[config.mk]
export PLATFORM = sky130hd
export DESIGN_NAME = rr_grant_scheduler
export DESIGN_NICKNAME = d
export VERILOG_FILES = /design/src/rtl/rr_sched_pkg.sv /design/src/rtl/fixed_priority_arbiter.sv /design/src/rtl/rr_grant_scheduler.sv
export SDC_FILE = /design/constraint.sdc
export NUM_CORES = 1
export LEC_CHECK = 0
export ABC_AREA = 0
export CORE_ASPECT_RATIO = 0.8
export CORE_MARGIN = 3
export CORE_UTILIZATION = 30
export DETAILED_ROUTE_END_ITERATION = 16
export GPL_ROUTABILITY_DRIVEN = 0
export GPL_TIMING_DRIVEN = 0
export PLACE_DENSITY = 0.61
export RECOVER_POWER = 100
export SLEW_MARGIN = 20
export SYNTH_ARGS = -nofsm -noshare
export SYNTH_HDL_FRONTEND = slang
export SYNTH_SLANG_ARGS = --single-unit
[constraint.sdc]
create_clock -name clk -period 1.6 [get_ports clk]
set_input_delay 0.24 -clock clk [delete_from_list [all_inputs] [get_ports clk]]
set_output_delay 0.24 -clock clk [all_outputs]
set_load 0.02 [all_outputs]
[src/rtl/rr_sched_pkg.sv]
`default_nettype none
// ============================================================================
// Module      : rr_sched_pkg
// Description : Shared types and default sizing for the round-robin grant
//               scheduler.
// Revision    : 1.0 - initial release
// ============================================================================
package rr_sched_pkg;

  localparam int unsigned c_NUM_PORTS_DEFAULT = 4;
  localparam int unsigned c_MAX_HOLD_DEFAULT  = 8;

  // Scheduler state: IDLE has no owner, BUSY has exactly one owner
  typedef enum logic [0:0] {
    IDLE = 1'b0,
    BUSY = 1'b1
  } sched_state_e;

endpackage
`default_nettype wire

[src/rtl/fixed_priority_arbiter.sv]
`default_nettype none
// ============================================================================
// Module      : fixed_priority_arbiter
// Description : Combinational fixed-priority arbiter; the lowest-indexed
//               active request wins. Also reports the winner index and
//               whether any request is present.
// Revision    : 1.0 - initial release
// ============================================================================
module fixed_priority_arbiter #(
  parameter int unsigned NUM_PORTS = 4
) (
  input  logic [NUM_PORTS-1:0]         req_i,
  output logic [NUM_PORTS-1:0]         gnt_o,
  output logic [$clog2(NUM_PORTS)-1:0] id_o,
  output logic                         any_o
);

  localparam int unsigned ID_W = $clog2(NUM_PORTS);

  // Scan from the top down so the lowest-indexed requester is written last
  always_comb begin
    gnt_o = '0;
    id_o  = '0;
    for (int i = NUM_PORTS - 1; i >= 0; i--) begin
      if (req_i[i]) begin
        gnt_o    = '0;
        gnt_o[i] = 1'b1;
        id_o     = ID_W'(i);
      end
    end
    any_o = |req_i;
  end

endmodule
`default_nettype wire

[src/rtl/rr_grant_scheduler.sv]
`default_nettype none
// ============================================================================
// Module      : rr_grant_scheduler
// Description : Round-robin grant scheduler with bounded hold time. One owner
//               at a time, a mandatory idle cycle between grants, and a
//               timeout pulse when a grant is force-released.
// Revision    : 1.0 - initial release
// ============================================================================
module rr_grant_scheduler
  import rr_sched_pkg::*;
#(
  parameter int unsigned NUM_PORTS = c_NUM_PORTS_DEFAULT,
  parameter int unsigned MAX_HOLD  = c_MAX_HOLD_DEFAULT
) (
  input  logic                         clk,
  input  logic                         reset_n,
  input  logic [NUM_PORTS-1:0]         req_i,
  input  logic                         done_i,
  output logic [NUM_PORTS-1:0]         gnt_o,
  output logic [$clog2(NUM_PORTS)-1:0] gnt_id_o,
  output logic                         busy_o,
  output logic                         timeout_o
);

  localparam int unsigned ID_W  = $clog2(NUM_PORTS);
  localparam int unsigned CNT_W = $clog2(MAX_HOLD + 1);

  sched_state_e           state_q, state_d;
  logic [NUM_PORTS-1:0]   mask_q, mask_d;
  logic [CNT_W-1:0]       cnt_q, cnt_d;
  logic [NUM_PORTS-1:0]   gnt_q, gnt_d;
  logic [ID_W-1:0]        gnt_id_q, gnt_id_d;
  logic                   busy_q, busy_d;
  logic                   timeout_q, timeout_d;

  logic [NUM_PORTS-1:0]   masked_gnt, raw_gnt;
  logic [ID_W-1:0]        masked_id, raw_id;
  logic                   masked_any, raw_any;
  logic                   owner_req, hold_last, normal_rel;

  // Preferred winner among ports above the last owner
  fixed_priority_arbiter #(.NUM_PORTS(NUM_PORTS)) u_arb_masked (
    .req_i (req_i & mask_q),
    .gnt_o (masked_gnt),
    .id_o  (masked_id),
    .any_o (masked_any)
  );

  // Fallback winner (wrap-around) when nobody above the last owner requests
  fixed_priority_arbiter #(.NUM_PORTS(NUM_PORTS)) u_arb_raw (
    .req_i (req_i),
    .gnt_o (raw_gnt),
    .id_o  (raw_id),
    .any_o (raw_any)
  );

  assign owner_req  = req_i[gnt_id_q];
  assign hold_last  = (cnt_q == CNT_W'(MAX_HOLD - 1));
  assign normal_rel = done_i || !owner_req;

  // Next-state: arbitrate in IDLE, track hold time and release in BUSY
  always_comb begin
    state_d   = state_q;
    mask_d    = mask_q;
    cnt_d     = cnt_q;
    gnt_d     = gnt_q;
    gnt_id_d  = gnt_id_q;
    busy_d    = busy_q;
    timeout_d = 1'b0;
    case (state_q)
      IDLE: begin
        if (raw_any) begin
          state_d  = BUSY;
          busy_d   = 1'b1;
          cnt_d    = '0;
          gnt_d    = masked_any ? masked_gnt : raw_gnt;
          gnt_id_d = masked_any ? masked_id  : raw_id;
        end
      end
      BUSY: begin
        if (normal_rel || hold_last) begin
          state_d   = IDLE;
          busy_d    = 1'b0;
          gnt_d     = '0;
          gnt_id_d  = '0;
          cnt_d     = '0;
          // A simultaneous normal release takes precedence over the timeout
          timeout_d = !normal_rel;
          // Next round favours the ports strictly above the releasing owner
          for (int i = 0; i < NUM_PORTS; i++) begin
            mask_d[i] = (i > int'(gnt_id_q));
          end
        end else begin
          cnt_d = cnt_q + CNT_W'(1);
        end
      end
      default: begin
        state_d  = IDLE;
        busy_d   = 1'b0;
        gnt_d    = '0;
        gnt_id_d = '0;
        cnt_d    = '0;
      end
    endcase
  end

  // State and output registers with asynchronous reset
  always_ff @(posedge clk or negedge reset_n) begin
    if (!reset_n) begin
      state_q   <= IDLE;
      mask_q    <= '1;
      cnt_q     <= '0;
      gnt_q     <= '0;
      gnt_id_q  <= '0;
      busy_q    <= 1'b0;
      timeout_q <= 1'b0;
    end else begin
      state_q   <= state_d;
      mask_q    <= mask_d;
      cnt_q     <= cnt_d;
      gnt_q     <= gnt_d;
      gnt_id_q  <= gnt_id_d;
      busy_q    <= busy_d;
      timeout_q <= timeout_d;
    end
  end

  assign gnt_o     = gnt_q;
  assign gnt_id_o  = gnt_id_q;
  assign busy_o    = busy_q;
  assign timeout_o = timeout_q;

endmodule
`default_nettype wire

Yosys cells after proc, flatten, opt, wreduce, memory -nomap -nowiden
Cells that the tools add are included.
{ "word_totals": {"register_bits": 17, "inputBits": 7, "output_inout_bits": 8, "wordCells": 62} }
{ "op_classes": {"n_addsub": 1, "order_cmp": 4, "eq_ne": 3, "n_mux": 37, "bitwise_logic": 2, "reduce_logical": 8} }
{ "ops": {"columns": ["operator", "count"], "rows": [
  ["$mux W4", 13],
  ["$mux W2", 11],
  ["$pmux W4 S2", 2],
  ["$reduce_or A4 Y1", 2],
  ["$mux W1", 7],
  ["$add A4 B1 Y4 const B", 1],
  ["$and A4 B4 Y4", 1],
  ["$eq A4 B3 Y1 const B", 1],
  ["$gt A2 B2 Y1 const A", 2],
  ["$pmux W1 S2", 2],
  ["$pmux W2 S2", 1],
  ["$reduce_and A2 Y1", 2],
  ["$lt A2 B3 Y1 const B", 1],
  ["$bmux W1 S2", 1],
  ["$gt A1 B2 Y1 const A", 1],
  ["$logic_not A1 Y1", 2],
  ["$logic_or A1 B1 Y1", 2],
  ["$ne A2 B1 Y1 const B", 1],
  ["$ne A2 B2 Y1 const B", 1],
  ["$not A1 Y1", 1]
]} }

Logic depth before layout (Yosys ltp)
{ "depth": {"depth_word": 8, "mapped_depth": 5, "depth_no_buf": 5} }

Cells and area by module
Synthesis repeated with hierarchy kept, for this count alone.
{ "unflattened": {"hier_cells": 97, "hier_area_um2": 978.4} }
{ "modules_own_cells": {"columns": ["mod", "instances", "cells_per_inst", "area_per_inst_um2", "seq_area_each_um2"], "rows": [
  ["rr_grant_scheduler", 1, 77, 860.8, 430.4],
  ["fixed_priority_arbiter", 2, 10, 58.8, 0.0]
]} }

Least setup slack after synthesis
Ideal clock, no wire load.
{ "synth_path": {"kind": "flip-flop to flip-flop", "start": "register gnt_id_q[1], in the netlist gnt_id_o[1]", "end": "register mask_q[1]", "setup_ns": 0.082, "t_arrival_ns": 1.712, "required_time_ns": 1.518, "path_slack_ns": -0.194, "path_stages_with_launch": 5, "n_path_buf": 0, "period_less_slack_ns": 1.794, "path_cell_list": "dfrtp_1 -> mux4_2 -> nor2b_4 -> a21o_4 -> mux2_4"} }
{ "synth_between": {"elab_chain_len": 6, "elab_cells_between_ends": 7, "classes_between": "order compare: 1; mux: 2; reduce/logical: 4"} }
{ "synth_rtl": {"columns": ["element", "line", "rtl"], "rows": [
  ["start: declaration", "rr_grant_scheduler.sv:32", "logic [ID_W-1:0] gnt_id_q, gnt_id_d;"],
  ["start signal: assignment", "rr_grant_scheduler.sv:122", "gnt_id_q <= gnt_id_d;"],
  ["$bmux W1 S2", "rr_grant_scheduler.sv:57", "assign owner_req = req_i[gnt_id_q];"],
  ["$mux W1 (implied by the code)", "rr_grant_scheduler.sv:57", null],
  ["$logic_not A1 Y1", "rr_grant_scheduler.sv:59", "assign normal_rel = done_i || !owner_req;"],
  ["$logic_or A1 B1 Y1", "rr_grant_scheduler.sv:59", null],
  ["$logic_or A1 B1 Y1", "rr_grant_scheduler.sv:81", "if (normal_rel || hold_last) begin"],
  ["$reduce_and A2 Y1 (no line)", null, null],
  ["end signal: assignment", "rr_grant_scheduler.sv:119", "mask_q <= mask_d;"],
  ["end: declaration", "rr_grant_scheduler.sv:29", "logic [NUM_PORTS-1:0] mask_q, mask_d;"]
]} }
Parallel ways exist; a longest one is shown, timed or not. The select of a mux whose other input is x is not followed.
A chain may end at the register's enable or synchronous reset.

Final worst setup path
{ "layout_path": {"start": "register gnt_id_q[1], in the netlist gnt_id_o[1]", "end": "register mask_q[3]"} }
Same word-level chain as after synthesis.

==> flow_metrics.env <==
export IMPL_numCtsBuffers=3
export IMPL_final_cell_mix="dfrtp_1 (12), nand2_1 (9), clkdlybuf4s50_1 (6)"
export IMPL_p_seq_share_pct=41.2
export IMPL_crit_family="multiplexers"
export IMPL_hpwlAfterDp_mm=1.35
export IMPL_final_util_pct=42.9
export IMPL_first_pass_iters=4
export IMPL_gr_total_overflow=0
export IMPL_n_antenna_cell=0
export IMPL_nets=110
export IMPL_swShare_pct=36.9
export IMPL_fp_row_count=16
export IMPL_wl_per_cell_um=13.0
export IMPL_crit_path_max_incr_delay_ns=0.52
export IMPL_grt_pass1_vias=659
export IMPL_arrival_ns=1.89
export IMPL_synth_cells=79
export IMPL_synth_seq_area_share_pct=49.5
export IMPL_holdWs_ns=0.451
export IMPL_layout_drive_gt1_share_pct=22.8
export IMPL_pwr_share_clk_pct=13.6
export IMPL_violations="negative setup slack"
export IMPL_clock_sinks=17
export IMPL_period_share_pct=104
export IMPL_grt_use_total_pct=11.0
export IMPL_worst_setup_path_end_kind="register"
export IMPL_fill_cells=258
export IMPL_synthTopCellsByArea="dfrtp_1 (37%), dfstp_2 (12%), nand2_1 (3.9%)"
export IMPL_vias=677
export IMPL_hold_buffers=0
export IMPL_ir_drop_uv=870
export IMPL_grt_busiest_layer="met2"
export IMPL_vias_per_cell=4.94
export IMPL_core_area_um2=2600
export IMPL_clkLatencyLatePin_ns=0.29
export IMPL_final_common_cell="dfrtp_1"
export IMPL_tns_ns=-0.212
export IMPL_grt_antenna_before_repair=0
export IMPL_slowest_stage="mux4_2"
export IMPL_power_mw=1.68
export IMPL_grt_max_degree=18
export IMPL_crit_required_ns=1.83
export IMPL_cts_root_buffer="clkbuf_4"
export IMPL_fp_dieH_um=54.2
export IMPL_status="finished with violations"
export IMPL_yosys_area_top_type_share_pct=37.4
export IMPL_ant_nets=0
export IMPL_finClkSkew_ns=0.00229
export IMPL_drv_cap=0
export IMPL_timing_critical_path_buf_inv=0
export IMPL_cts_htree_levels=1
export IMPL_grtUsageMet3_pct=4.38
export IMPL_hp_class="in -> async"
export IMPL_intPower_mw=1.06
export IMPL_remaining_drc_errors=0
export IMPL_synth_avg_cell_area_um2=11.0
export IMPL_p_comb_share_pct=45.2
export IMPL_layout_min_cycle_time_ns=1.67
export IMPL_crit_chain="mux4_2, nor2b_4, a21o_4, mux2_4"
export IMPL_routed_wl_mm=1.78
export IMPL_clk_path_buf_depth=2
export IMPL_drv_slew=0
export IMPL_leakage_nw=0.507
export IMPL_syn_area_um2=870
export IMPL_setup_ws_ns=-0.0659
export IMPL_area_delta_synth_final_pct=28.5
export IMPL_setup_viol=6
export IMPL_p_per_area_nw_per_um2=1500
export IMPL_synth_seq_cells=17
export IMPL_clock_fmax_mhz=600
export IMPL_yosysWarnings=0
export IMPL_clk_pin_slew_ns=0.10
export IMPL_grt_use_met2_pct=16.5
export IMPL_start_util_pct=33.4
export IMPL_dp_slack_ns=-0.428
export IMPL_critPathLaunchType="register"
export IMPL_die_area_um2=3580
export IMPL_use_met1_pct=16.0
export IMPL_hold_viol=0
export IMPL_cts_tree="done"
export IMPL_crit_fanout=6
export IMPL_synth_top_area_cell="dfrtp_1"
export IMPL_switching_power_uw=618
export IMPL_critical_path_class="reg -> reg"
export IMPL_synth_distinct_cells=38
export IMPL_grt_pass1_wl_mm=2.97
export IMPL_slew_headroom_pct=49.7
export IMPL_io_pins=15
export IMPL_rsz0062_at_grt="yes"
export IMPL_port_buffers=14
export IMPL_worst_pin_slew_ns=0.752
export IMPL_die_x_um=66.2
export IMPL_syn_nets=87
export IMPL_drtIter0Drc=21
[routing by layer]
| metal | wire length [µm] | vias up |
|---|---|---|
| met3 | 97 | 0 |
| met5 | 0 | - |
| met2 | 762 | 22 |
| li1 | - | 338 |
| met4 | 0 | 0 |
| met1 | 924 | 317 |
[repair_timing]
action / in CTS / in global routing
buffers inserted: 2 / 2
resized for setup: 6 / 4
pin swaps: 4 / 5
endpoints found under the setup margin: 16 / 13
[cell type report]
class / count / area [µm²] / area share [%]
clock inverter: 1 / 5.00 / 0.448
multi-input combinational: 58 / 440 / 39.4
timing repair buffer: 18 / 158 / 14.1
tap: 36 / 45.0 / 4.03
clock buffer: 3 / 22.5 / 2.02
inverter: 4 / 15.0 / 1.34
sequential: 17 / 432 / 38.6
[path summary, 6_finish.rpt]
kind                                            to  slack (ns)  cells after the start                     from
min in group clk              gnt_o[3]$_DFFE_PN0P_        0.50                      1     gnt_o[3]$_DFFE_PN0P_
max in group asynchronous  gnt_id_o[1]$_DFFE_PN0P_        0.63                      1                  reset_n
setup reg to reg             mask_q[3]$_DFFE_PN1P_       -0.07                      4  gnt_id_o[1]$_DFFE_PN0P_
hold / removal                gnt_o[0]$_DFFE_PN0P_        0.45                      1                  reset_n
hold reg to reg               gnt_o[3]$_DFFE_PN0P_        0.50                      1     gnt_o[3]$_DFFE_PN0P_
setup / recovery             mask_q[3]$_DFFE_PN1P_       -0.07                      4  gnt_id_o[1]$_DFFE_PN0P_
[kinds of logic (layout without fill, tap and decap cells)]
logic type / after synthesis / in the layout / synth area share (%)
xor gates and xnor gates: 1 / 1 / 1.01
muxes: 4 / 4 / 7.19
and+or+nand+nor: 27 / 27 / 16.7
AOI/OAI and AO/OA: 25 / 25 / 22.4
DFF: 17 / 17 / 49.5
buffers and inverters: 4 / 26 / 1.73
adders and majority gates: 1 / 1 / 1.44
[synth_stat cells]
library cell	number
a21boi_0	2
xnor2_1	1
a41oi_1	1
mux2_4	2
nor2b_1	2
a31o_2	1
a21o_4	1
nor2_1	5
a22o_1	1
nor3b_1	2
dfstp_2	4
o2111ai_1	1
mux2i_1	1
o21ai_2	1
o21ai_0	4
mux4_2	1
or4_1	1
nor3_1	1
nor2b_4	1
a31oi_1	1
a21o_2	1
a311oi_1	1
and2_1	2
o21bai_1	1
a22oi_1	1
o211ai_1	1
a32o_1	1
dfrtp_1	13
a21oi_1	1
nand3_1	2
a211o_1	1
ha_1	1
nand2_1	9
a21o_1	3
inv_1	4
nand3b_1	1
o2bb2ai_1	1
nand4b_1	1
[flip-flops by register name (all words and copies together), names as in the netlist]
name,flops
mask_q,4
busy_o,1
gnt_id_o,2
gnt_o,4
state_q,1
cnt_q,4
timeout_o,1
[per-stage QoR]
stage	cell area, µm²	cells
2_1_floorplan	871	79
3_3_place_gp	1060	129
3_5_place_dp	1060	129
4_1_cts	1100	135
5_1_grt	1120	137
6_report	1120	137
[power groups by stage]
| stage | logic [mW] | registers [mW] | clock network (mW) |
|---|---|---|---|
| after floorplan | 0.384 | 0.755 | 0 |
| after global placement | 0.691 | 0.695 | 0 |
| after detailed placement | 0.699 | 0.696 | 0 |
| after CTS | 0.729 | 0.686 | 0.246 |
| after global routing | 0.820 | 0.709 | 0.255 |
| final | 0.758 | 0.690 | 0.228 |
Power figures use the tool's default switching activity.
